<file path="config.mk">
export PLATFORM = sky130hd
export DESIGN_NAME = regfile_arbiter
export DESIGN_NICKNAME = d
export VERILOG_FILES = /design/src/rtl/regfile_arbiter_pkg.sv /design/src/rtl/regfile_arbiter_rr_picker.sv /design/src/rtl/regfile_arbiter.sv
export SDC_FILE = /design/constraint.sdc
export NUM_CORES = 1
export LEC_CHECK = 0
export ABC_AREA = 1
export CAP_MARGIN = 15
export CORE_MARGIN = 2
export CORE_UTILIZATION = 39
export CTS_BUF_LIST = sky130_fd_sc_hd__clkbuf_16
export CTS_CLUSTER_SIZE = 20
export DETAILED_ROUTE_END_ITERATION = 10
export PLACE_DENSITY = 0.82
export SLEW_MARGIN = 5
export SYNTH_ARGS = -nofsm -noshare
export SYNTH_HDL_FRONTEND = slang
export SYNTH_HIERARCHICAL = 1
export SYNTH_SLANG_ARGS = --single-unit
</file>
<file path="constraint.sdc">
create_clock -name i_clk -period 5.5 [get_ports i_clk]
set_clock_uncertainty 0.2 [all_clocks]
set_input_delay 1.375 -clock i_clk [delete_from_list [all_inputs] [get_ports i_clk]]
set_output_delay 1.375 -clock i_clk [all_outputs]
set_load 0.01 [all_outputs]
</file>
<file path="src/rtl/regfile_arbiter_pkg.sv">
// Shared RegisterFile geometry, opcode encodings and arbiter state type
// for the APU register-file arbitration slice.
package regfile_arbiter_pkg;

   localparam int RF_DATA_WIDTH = 16;
   localparam int RF_ADDR_WIDTH = 4;
   localparam int RF_NUM_REGS   = 16;

   localparam logic RF_OP_READ  = 1'b0;
   localparam logic RF_OP_WRITE = 1'b1;

   typedef enum logic {
      ST_ARB  = 1'b0,
      ST_HOLD = 1'b1
   } arbState_t;

endpackage

</file>
<file path="src/rtl/regfile_arbiter_rr_picker.sv">
// Combinational round-robin picker: first set request at or after the
// pointer, wrapping modulo NUM_REQ; returns one-hot grant and its index.
module regfile_arbiter_rr_picker #(
   parameter int NUM_REQ = 4,
   parameter int PTR_W   = 2
) (
   input  logic [NUM_REQ-1:0] i_req,
   input  logic [PTR_W-1:0]   i_ptr,
   output logic [NUM_REQ-1:0] o_grant,
   output logic [PTR_W-1:0]   o_index,
   output logic               o_valid
);

   always_comb begin
      logic             found;
      int               sum;
      logic [PTR_W-1:0] cand;
      found   = 1'b0;
      sum     = 0;
      cand    = '0;
      o_grant = '0;
      o_index = '0;
      for (int k = 0; k < NUM_REQ; k++) begin
         sum = int'(i_ptr) + k;
         if (sum >= NUM_REQ) begin
            sum = sum - NUM_REQ;
         end
         cand = PTR_W'(sum);
         if (!found && i_req[cand]) begin
            found         = 1'b1;
            o_grant[cand] = 1'b1;
            o_index       = cand;
         end
      end
      o_valid = found;
   end

endmodule

</file>
<file path="src/rtl/regfile_arbiter.sv">
// Shares the single-port RegisterFile between NUM_REQ requesters using
// round-robin arbitration with an optional bounded lock (HOLD).
module regfile_arbiter
   import regfile_arbiter_pkg::*;
#(
   parameter int NUM_REQ    = 4,
   parameter int DATA_WIDTH = RF_DATA_WIDTH,
   parameter int ADDR_WIDTH = RF_ADDR_WIDTH,
   parameter int LOCK_MAX   = 8
) (
   input  logic                         i_clk,
   input  logic                         i_reset,
   input  logic [NUM_REQ-1:0]           i_reqValid,
   input  logic [NUM_REQ-1:0]           i_reqWrite,
   input  logic [NUM_REQ-1:0]           i_reqLock,
   input  logic [NUM_REQ*ADDR_WIDTH-1:0] i_reqSelect,
   input  logic [NUM_REQ*DATA_WIDTH-1:0] i_reqData,
   output logic [NUM_REQ-1:0]           o_reqReady,
   output logic [NUM_REQ-1:0]           o_rspValid,
   output logic [DATA_WIDTH-1:0]        o_rspData,
   output logic                         o_rfOpcode,
   output logic [ADDR_WIDTH-1:0]        o_rfSelect,
   output logic [DATA_WIDTH-1:0]        o_rfDataIn,
   input  logic [DATA_WIDTH-1:0]        i_rfDataOut
);

   localparam int PTR_W = (NUM_REQ > 1) ? $clog2(NUM_REQ) : 1;
   localparam int CNT_W = $clog2(LOCK_MAX + 1);

   arbState_t              r_state;
   logic [PTR_W-1:0]       r_rrPtr;
   logic [PTR_W-1:0]       r_owner;
   logic [CNT_W-1:0]       r_holdCnt;
   logic [NUM_REQ-1:0]     r_rspValid;
   logic [ADDR_WIDTH-1:0]  r_lastSelect;
   logic [DATA_WIDTH-1:0]  r_lastData;

   logic [NUM_REQ-1:0]     w_eligible;
   logic [PTR_W-1:0]       w_ptr;
   logic [NUM_REQ-1:0]     w_grant;
   logic [PTR_W-1:0]       w_winner;
   logic                   w_accept;
   logic                   w_winWrite;
   logic                   w_winLock;
   logic [ADDR_WIDTH-1:0]  w_winSelect;
   logic [DATA_WIDTH-1:0]  w_winData;
   logic [PTR_W-1:0]       w_nextPtrWin;
   logic [PTR_W-1:0]       w_nextPtrOwner;

   // In HOLD only the owner may compete; nothing is granted while reset is high.
   always_comb begin
      w_eligible = '0;
      if (!i_reset) begin
         if (r_state == ST_HOLD) begin
            w_eligible[r_owner] = i_reqValid[r_owner];
         end else begin
            w_eligible = i_reqValid;
         end
      end
   end

   assign w_ptr = (r_state == ST_HOLD) ? r_owner : r_rrPtr;

   regfile_arbiter_rr_picker #(
      .NUM_REQ (NUM_REQ),
      .PTR_W   (PTR_W)
   ) u_picker (
      .i_req   (w_eligible),
      .i_ptr   (w_ptr),
      .o_grant (w_grant),
      .o_index (w_winner),
      .o_valid (w_accept)
   );

   always_comb begin
      w_winWrite  = 1'b0;
      w_winLock   = 1'b0;
      w_winSelect = '0;
      w_winData   = '0;
      for (int i = 0; i < NUM_REQ; i++) begin
         if (w_grant[i]) begin
            w_winWrite  = i_reqWrite[i];
            w_winLock   = i_reqLock[i];
            w_winSelect = i_reqSelect[i*ADDR_WIDTH +: ADDR_WIDTH];
            w_winData   = i_reqData[i*DATA_WIDTH +: DATA_WIDTH];
         end
      end
   end

   assign w_nextPtrWin   = (w_winner == PTR_W'(NUM_REQ - 1)) ? '0 : w_winner + PTR_W'(1);
   assign w_nextPtrOwner = (r_owner  == PTR_W'(NUM_REQ - 1)) ? '0 : r_owner  + PTR_W'(1);

   // Arbiter FSM, lock counter and one-cycle read response tracking.
   always_ff @(posedge i_clk) begin
      if (i_reset) begin
         r_state      <= ST_ARB;
         r_rrPtr      <= '0;
         r_owner      <= '0;
         r_holdCnt    <= '0;
         r_rspValid   <= '0;
         r_lastSelect <= '0;
         r_lastData   <= '0;
      end else begin
         r_rspValid <= (w_accept && !w_winWrite) ? w_grant : '0;
         if (w_accept) begin
            r_lastSelect <= w_winSelect;
            r_lastData   <= w_winData;
         end
         case (r_state)
            ST_ARB: begin
               if (w_accept) begin
                  r_rrPtr <= w_nextPtrWin;
                  if (w_winLock) begin
                     r_state   <= ST_HOLD;
                     r_owner   <= w_winner;
                     r_holdCnt <= CNT_W'(1);
                  end
               end
            end
            ST_HOLD: begin
               if ((w_accept && !w_winLock) || (r_holdCnt == CNT_W'(LOCK_MAX))) begin
                  r_state   <= ST_ARB;
                  r_rrPtr   <= w_nextPtrOwner;
                  r_holdCnt <= '0;
               end else begin
                  r_holdCnt <= r_holdCnt + CNT_W'(1);
               end
            end
            default: r_state <= ST_ARB;
         endcase
      end
   end

   assign o_reqReady = w_grant;
   // A response pending across a reset edge is dropped rather than delivered.
   assign o_rspValid = r_rspValid & {NUM_REQ{~i_reset}};
   assign o_rspData  = i_rfDataOut;
   assign o_rfOpcode = w_accept ? w_winWrite  : RF_OP_READ;
   assign o_rfSelect = w_accept ? w_winSelect : r_lastSelect;
   assign o_rfDataIn = w_accept ? w_winData   : r_lastData;

endmodule

</file>
# Word level (Yosys, flattened, before mapping)
# Cells that the tools add are included.
classes:
  n_addsub: 10
  mul: 0
  div_mod_pow: 0
  magnitude_cmp: 14
  n_eq_ne: 6
  shifts: 0
  muxes: 71
  n_bitwise: 8
  reduce_logical: 20
op_table:
  columns: ["cell", "n"]
  rows:
  - ["$mux W16", 5]
  - ["$mux W4", 14]
  - ["$mux W1", 26]
  - ["$mux W2", 13]
  - ["$lt A2 B3 Y1 const B", 5]
  - ["$or A4 B4 Y4", 3]
  - ["$bmux W1 S2", 5]
  - ["$demux W1 S2", 5]
  - ["$ge A2 B1 Y1 const B", 5]
  - ["$logic_and A1 B1 Y1", 10]
  - ["$ge A3 B3 Y1 const B", 3]
  - ["$and A4 B4 Y4", 2]
  - ["$pmux W4 S2", 1]
  - ["$sub A2 B1 Y2 const B", 4]
  - ["$add A2 B2 Y3 const B", 2]
  - ["$logic_not A1 Y1", 5]
  - ["$add A2 B1 Y2 const B", 2]
  - ["$add A4 B1 Y4 const B", 1]
  - ["$eq A2 B2 Y1 const B", 2]
  - ["$eq A4 B4 Y1 const B", 1]
  - ["$ne A2 B2 Y1 const B", 2]
  - ["$pmux W2 S2", 1]
  - ["$reduce_and A2 Y1", 2]
  - ["$add A2 B1 Y3 const B", 1]
  - ["other kinds (7)", 9]
totals:
  register_bits: 33
  latch_bits: 0
  mem_bits_rw: 0
  rom_bits: 0
  inputBits: 110
  output_inout_bits: 45
  wordCells: 136
  mem_count: 0

# Logic depth before layout (Yosys ltp)
depth:
  depth_word: 28
  ltp_mapped: 22

# Cells and area by module
# The synthesis kept the hierarchy.
modules_own_cells:
  columns: ["mod", "n_inst", "cells_each", "area_per_inst_um2", "seq_area_each_um2"]
  rows:
  - ["regfile_arbiter", 1, 363, 2285.9, 660.6]
  - ["regfile_arbiter_rr_picker", 1, 74, 440.4, 0.0]

# Worst setup path after synthesis
# Ideal clock, no wire load.
synth_path:
  path_type: "input -> output"
  start: "input port i_reqValid[2]"
  end: "output port o_rfDataIn[15]"
  arrival_ps: 3653
  required_ps: 3925
  slack_ps: 272
  stages: 20
  cell_sequence: "o21ai_0 -> o22ai_1 -> nand2_1 -> a21oi_1 -> inv_1 -> nand2_1 -> nand3_4 -> nand2_4 -> nor2_4 -> buf_6 -> nand3_1 -> nand3_1 -> nor2_4 -> buf_4 -> nand2_1 -> nand2_1 -> o21ai_1 -> o21ai_1 -> o21ai_1 -> inv_1"
synth_between:
  elab_cells_between_ends: 35
synth_lines:
  columns: ["element", "line_no", "source"]
  rows:
  - ["start: declaration", "regfile_arbiter.sv:13", "input logic [NUM_REQ-1:0] i_reqValid,"]
  - ["$bmux W1 S2 *", "regfile_arbiter.sv:55", "w_eligible[r_owner] = i_reqValid[r_owner];"]
  - ["$mux W1 (implied by the code) *", "regfile_arbiter.sv:55", null]
  - ["$and A4 B4 Y4 (no source line) *", null, null]
  - ["$mux W4 *", "regfile_arbiter.sv:54", "if (r_state == ST_HOLD) begin"]
  - ["$mux W4 *", "regfile_arbiter.sv:53", "if (!i_reset) begin"]
  - ["named net w_eligible[3]", "regfile_arbiter.sv:38", "logic [NUM_REQ-1:0] w_eligible;"]
  - ["$bmux W1 S2", "regfile_arbiter_rr_picker.sv:29", "if (!found && i_req[cand]) begin"]
  - ["$mux W1 (implied by the code)", "regfile_arbiter_rr_picker.sv:29", null]
  - ["(+5 left out)", null, null]
  - ["$logic_and A1 B1 Y1", "regfile_arbiter_rr_picker.sv:29", null]
  - ["$mux W1", "regfile_arbiter_rr_picker.sv:29", null]
  - ["$logic_not A1 Y1", "regfile_arbiter_rr_picker.sv:29", null]
  - ["$logic_and A1 B1 Y1", "regfile_arbiter_rr_picker.sv:29", null]
  - ["$mux W4 *", "regfile_arbiter_rr_picker.sv:29", null]
  - ["named net o_reqReady[1]", "regfile_arbiter.sv:18", "output logic [NUM_REQ-1:0] o_reqReady,"]
  - ["$mux W16 * (3 in series)", "regfile_arbiter.sv:81", "if (w_grant[i]) begin"]
  - ["$mux W16 *", null, null]
  - ["end: declaration", "regfile_arbiter.sv:23", "output logic [DATA_WIDTH-1:0] o_rfDataIn,"]
# The timed path passes the listed nets; every way through them passes the cells marked *. The select of a mux whose other input is x is not followed.

# Worst setup path after layout
layout_path:
  start: "input port i_reqValid[1]"
  end: "output port o_rfDataIn[15]"
layout_between:
  elab_chain_len: 22
  elab_cells_between_ends: 35
layout_lines:
  columns: ["element", "line_no"]
  rows:
  - ["$bmux W1 S2 *", "regfile_arbiter.sv:55"]
  - ["$mux W1 (implied by the code) *", "regfile_arbiter.sv:55"]
  - ["$and A4 B4 Y4 (no source line) *", null]
  - ["$mux W4 *", "regfile_arbiter.sv:54"]
  - ["$mux W4 *", "regfile_arbiter.sv:53"]
  - ["named net w_eligible[3]", "regfile_arbiter.sv:38"]
  - ["$bmux W1 S2", "regfile_arbiter_rr_picker.sv:29"]
  - ["$mux W1 (implied by the code)", "regfile_arbiter_rr_picker.sv:29"]
  - ["(+4 left out)", null]
  - ["$logic_not A1 Y1", "regfile_arbiter_rr_picker.sv:29"]
  - ["$logic_and A1 B1 Y1", "regfile_arbiter_rr_picker.sv:29"]
  - ["$mux W1", "regfile_arbiter_rr_picker.sv:29"]
  - ["$logic_not A1 Y1", "regfile_arbiter_rr_picker.sv:29"]
  - ["$logic_and A1 B1 Y1", "regfile_arbiter_rr_picker.sv:29"]
  - ["$mux W4", "regfile_arbiter_rr_picker.sv:29"]
  - ["$mux W16 (4 in series)", "regfile_arbiter.sv:81"]
  - ["$mux W16 *", null]
# Marks and branches as above.

==> results.md <==
* Detail Placement HPWL at about 7000 um
* Fraction of the mapped netlist area in compound gates at around a quarter
* First-pass DRT Iterations at 6
* Minimum clock period at between 5 and 6 ns
* RSZ-0062 raised after global routing: true
* Initial core utilization at approximately two fifths
* Fin. Hold Viols at 0
* Via total after detailed routing at ~3700
* Max Cap Violations at 0
* Most common cell after layout, fill and taps aside: clkdlybuf4s50_1
* Final Max Tran Viols at 0
* Remaining DRCs at 0
* Final setup TNS at 0 ns
* # diodes at 0
* Clk slew on worst S/H paths at approximately 0.05 ns
* CP required at 3.92 ns
* First-pass GRT wire length at ~16000 um
* Pin count of the biggest net entering global routing at 33
* Register area at ~660 um^2
* Layout Area Growth over Synthesis at 75.3%
* Synth Cell Area at 2730 um^2
* Avg Synthesized Cell Area at approximately 6.2 um^2
* Slowest stage delay, CP at between 0.15 and 0.2 ns
* Sequential cell area fraction in the yosys report at 24.2%
* Fillers at 530
* CP cell instances: buf_4 > o21ai_4 > o22ai_4 > nand2_1 > a21oi_2 > inv_1 > nand2_2 > nand3_4 > nand2_4 > nor2_4 > a21oi_2 > nand3_2 > buf_6 > buf_6 > a21oi_1 > nand2_1 > o21ai_1 > o21ai_1 > o21ai_1 > inv_1 > buf_6
* Fraction of registers with async set or reset after synthesis at 0%
* Rows at 30
* Post-synthesis xor/xnor area fraction at less than 1%
* CTS tree: yes
* Synth Flop Type: dfxtp_1
* CORE AREA at about 6800 um^2
* DIE AREA at 7680 um^2
* Mapped Cells at 437
* EDFF count, synth at 0
* Overall global routing resource usage at about 26%
* Top Ports at ~160
* Routed length per placed instance at 15.2 um
* Yosys cell types at 29
* Detail Route Antenna Nets at 0
* Total wire length at 10800 um
* DR top layer: met4
* Hold Crit Class: reg -> reg
* Synth Area in Adders at under 10%
* Final setup violation count at 0
* Synth Area in Simple Gates at ~28%
* Fin area at approximately 4800 um^2
* Share of cells above drive strength 1 at between 20% and 30%
* CP max-delay cell: a21oi_2
* Max_slew headroom at between 70 and 80%
* # nets final at ~740
* Initial antenna violation count at 0
* Seq cells post-synth at 33
* Iter 0 DRT Violations at 230
* Worst-margin pin slew at ~0.33 ns
* CTS sink cnt at 33
* CTS H-tree depth at 2
* Total CTS buffers at 5
* Metal3 WL at ~760 um
* Worst-path fanout max at 10
* Multi-input gate area at 1820 um^2
* Most frequent cells in the layout: clkdlybuf4s50_1 (96), buf_4 (74), nand2_1 (68)
* Main combinational cell family by area after synthesis: simple AND/OR/NAND/NOR gates
* Via density at between 5 and 6
* Largest cells by area after synthesis: dfxtp_1 (24%), a21oi_1 (11%), o21ai_1 (11%)
* Die W at 87.6 um
* Mux contribution to synthesized area at 0%
* Gpl congestion at roughly 0.86
* Critical Path Sink Type: output pin
* Yosys top cell area share at 24.2%
* Worst endpoint data arrival time at around 3.8 ns
* Longest Clk Path Bufs at 2
* Vias in the first global route at about 3400
* DP Area at ~4200 um^2
* Yosys warns at 6
* Hold_buf cts at 0
* Met2 routed WL at 5600 um
* Worst Setup Start Kind: primary input
* Die height at ~88 um
* Clock latency on the worst-skew pair at approximately 0.28 ns
* Max Freq at roughly 190 MHz
* IO Port Bufs at 122
* Metal-1 WL at 4060 um
* Mapped Nets at 558
* Fin crit share at a little over nine tenths
* Largest area contributor in the netlist: dfxtp_1
* Status: finished, final reports clean
* Kind of critical path: in -> out
* Total grt overflow at 0
* Root Driver: clkbuf_16
[per-layer routing]
metal / track usage (%) / vias to the layer above
met5: 0 / -
met4: 11.3 / 0
met3: 3.77 / 32
met2: 47.2 / 181
met1: 29.4 / 1659
li1: - / 1779
[per-stage QoR]
| stage | cells | hold WS, ns | setup WS [ns] | util (%) |
|---|---|---|---|---|
| 6_report | 710 | 0.276 | 0.131 | 70.3 |
| 5_1_grt | 710 | 0.307 | -0.0448 | 70.3 |
| 4_1_cts | 704 | 0.282 | 0.0210 | 67.8 |
| 3_5_place_dp | 663 | 0.269 | -0.739 | 61.7 |
| 3_3_place_gp | 663 | 0.258 | -0.642 | 61.7 |
| 2_1_floorplan | 437 | 0.247 | 0.272 | - |
[registers in the layout (all words and copies together), names as in the netlist]
| name | count |
|---|---|
| r_owner | 2 |
| r_state | 1 |
| r_rrPtr | 2 |
| r_holdCnt | 4 |
| r_rspValid | 4 |
| r_lastData | 16 |
| r_lastSelect | 4 |
[final timing paths]
check,slack (ns),depth (start not counted),endpoint,start
worst max-delay path,0.13,21,o_rfDataIn[15],i_reqValid[1]
worst max register to register,0.26,33,r_lastSelect[3],r_owner[0]
worst min register to register,0.28,2,r_lastData[7],r_lastData[7]
worst min-delay path,0.28,2,r_lastData[7],r_lastData[7]
[final cells by class]
cell class / count / share of cell area, %
multi-input cells: 319 / 38.1
inverters: 47 / 3.74
flip-flops and latches: 33 / 13.8
repair buffers: 208 / 39.0
clock inverters: 2 / 0.157
clock buffers: 5 / 2.62
well taps: 96 / 2.51
[cells by family (layout without fill, tap and decap cells)]
group | count (synthesis) | after routing
AOI/OAI and AO/OA | 138 | 138
xor gates and xnor gates | 3 | 3
adders and majority gates | 11 | 11
buffers and inverters | 85 | 262
DFF | 33 | 33
and+or+nand+nor | 167 | 167
[synth_stat cells (4+ instances only)]
cell type,instances
nand2_1,74
a21oi_1,61
o21ai_1,59
inv_1,44
nor2_1,42
dfxtp_1,33
nand3_1,26
buf_4,17
ha_1,11
o21ai_0,11
nand2_2,10
clkbuf_1,9
nand4_1,7
buf_2,6
a21boi_0,4
buf_6,4
[timing repair]
item	CTS	global route
pin swaps	14	23
setup buffers	32	8
setup endpoints to repair	25	25
resized for setup	120	61
gates cloned	2	1
[critical path, delay by kind of cell]
| kind | cells | cell delay [ns] |
|---|---|---|
| compound gates | 8 | 0.98 |
| simple gates | 7 | 0.66 |
| buf+inv | 6 | 0.75 |
Power is not shown: default switching activity piles up to over one toggle a cycle in this logic, so the estimate is an artifact.
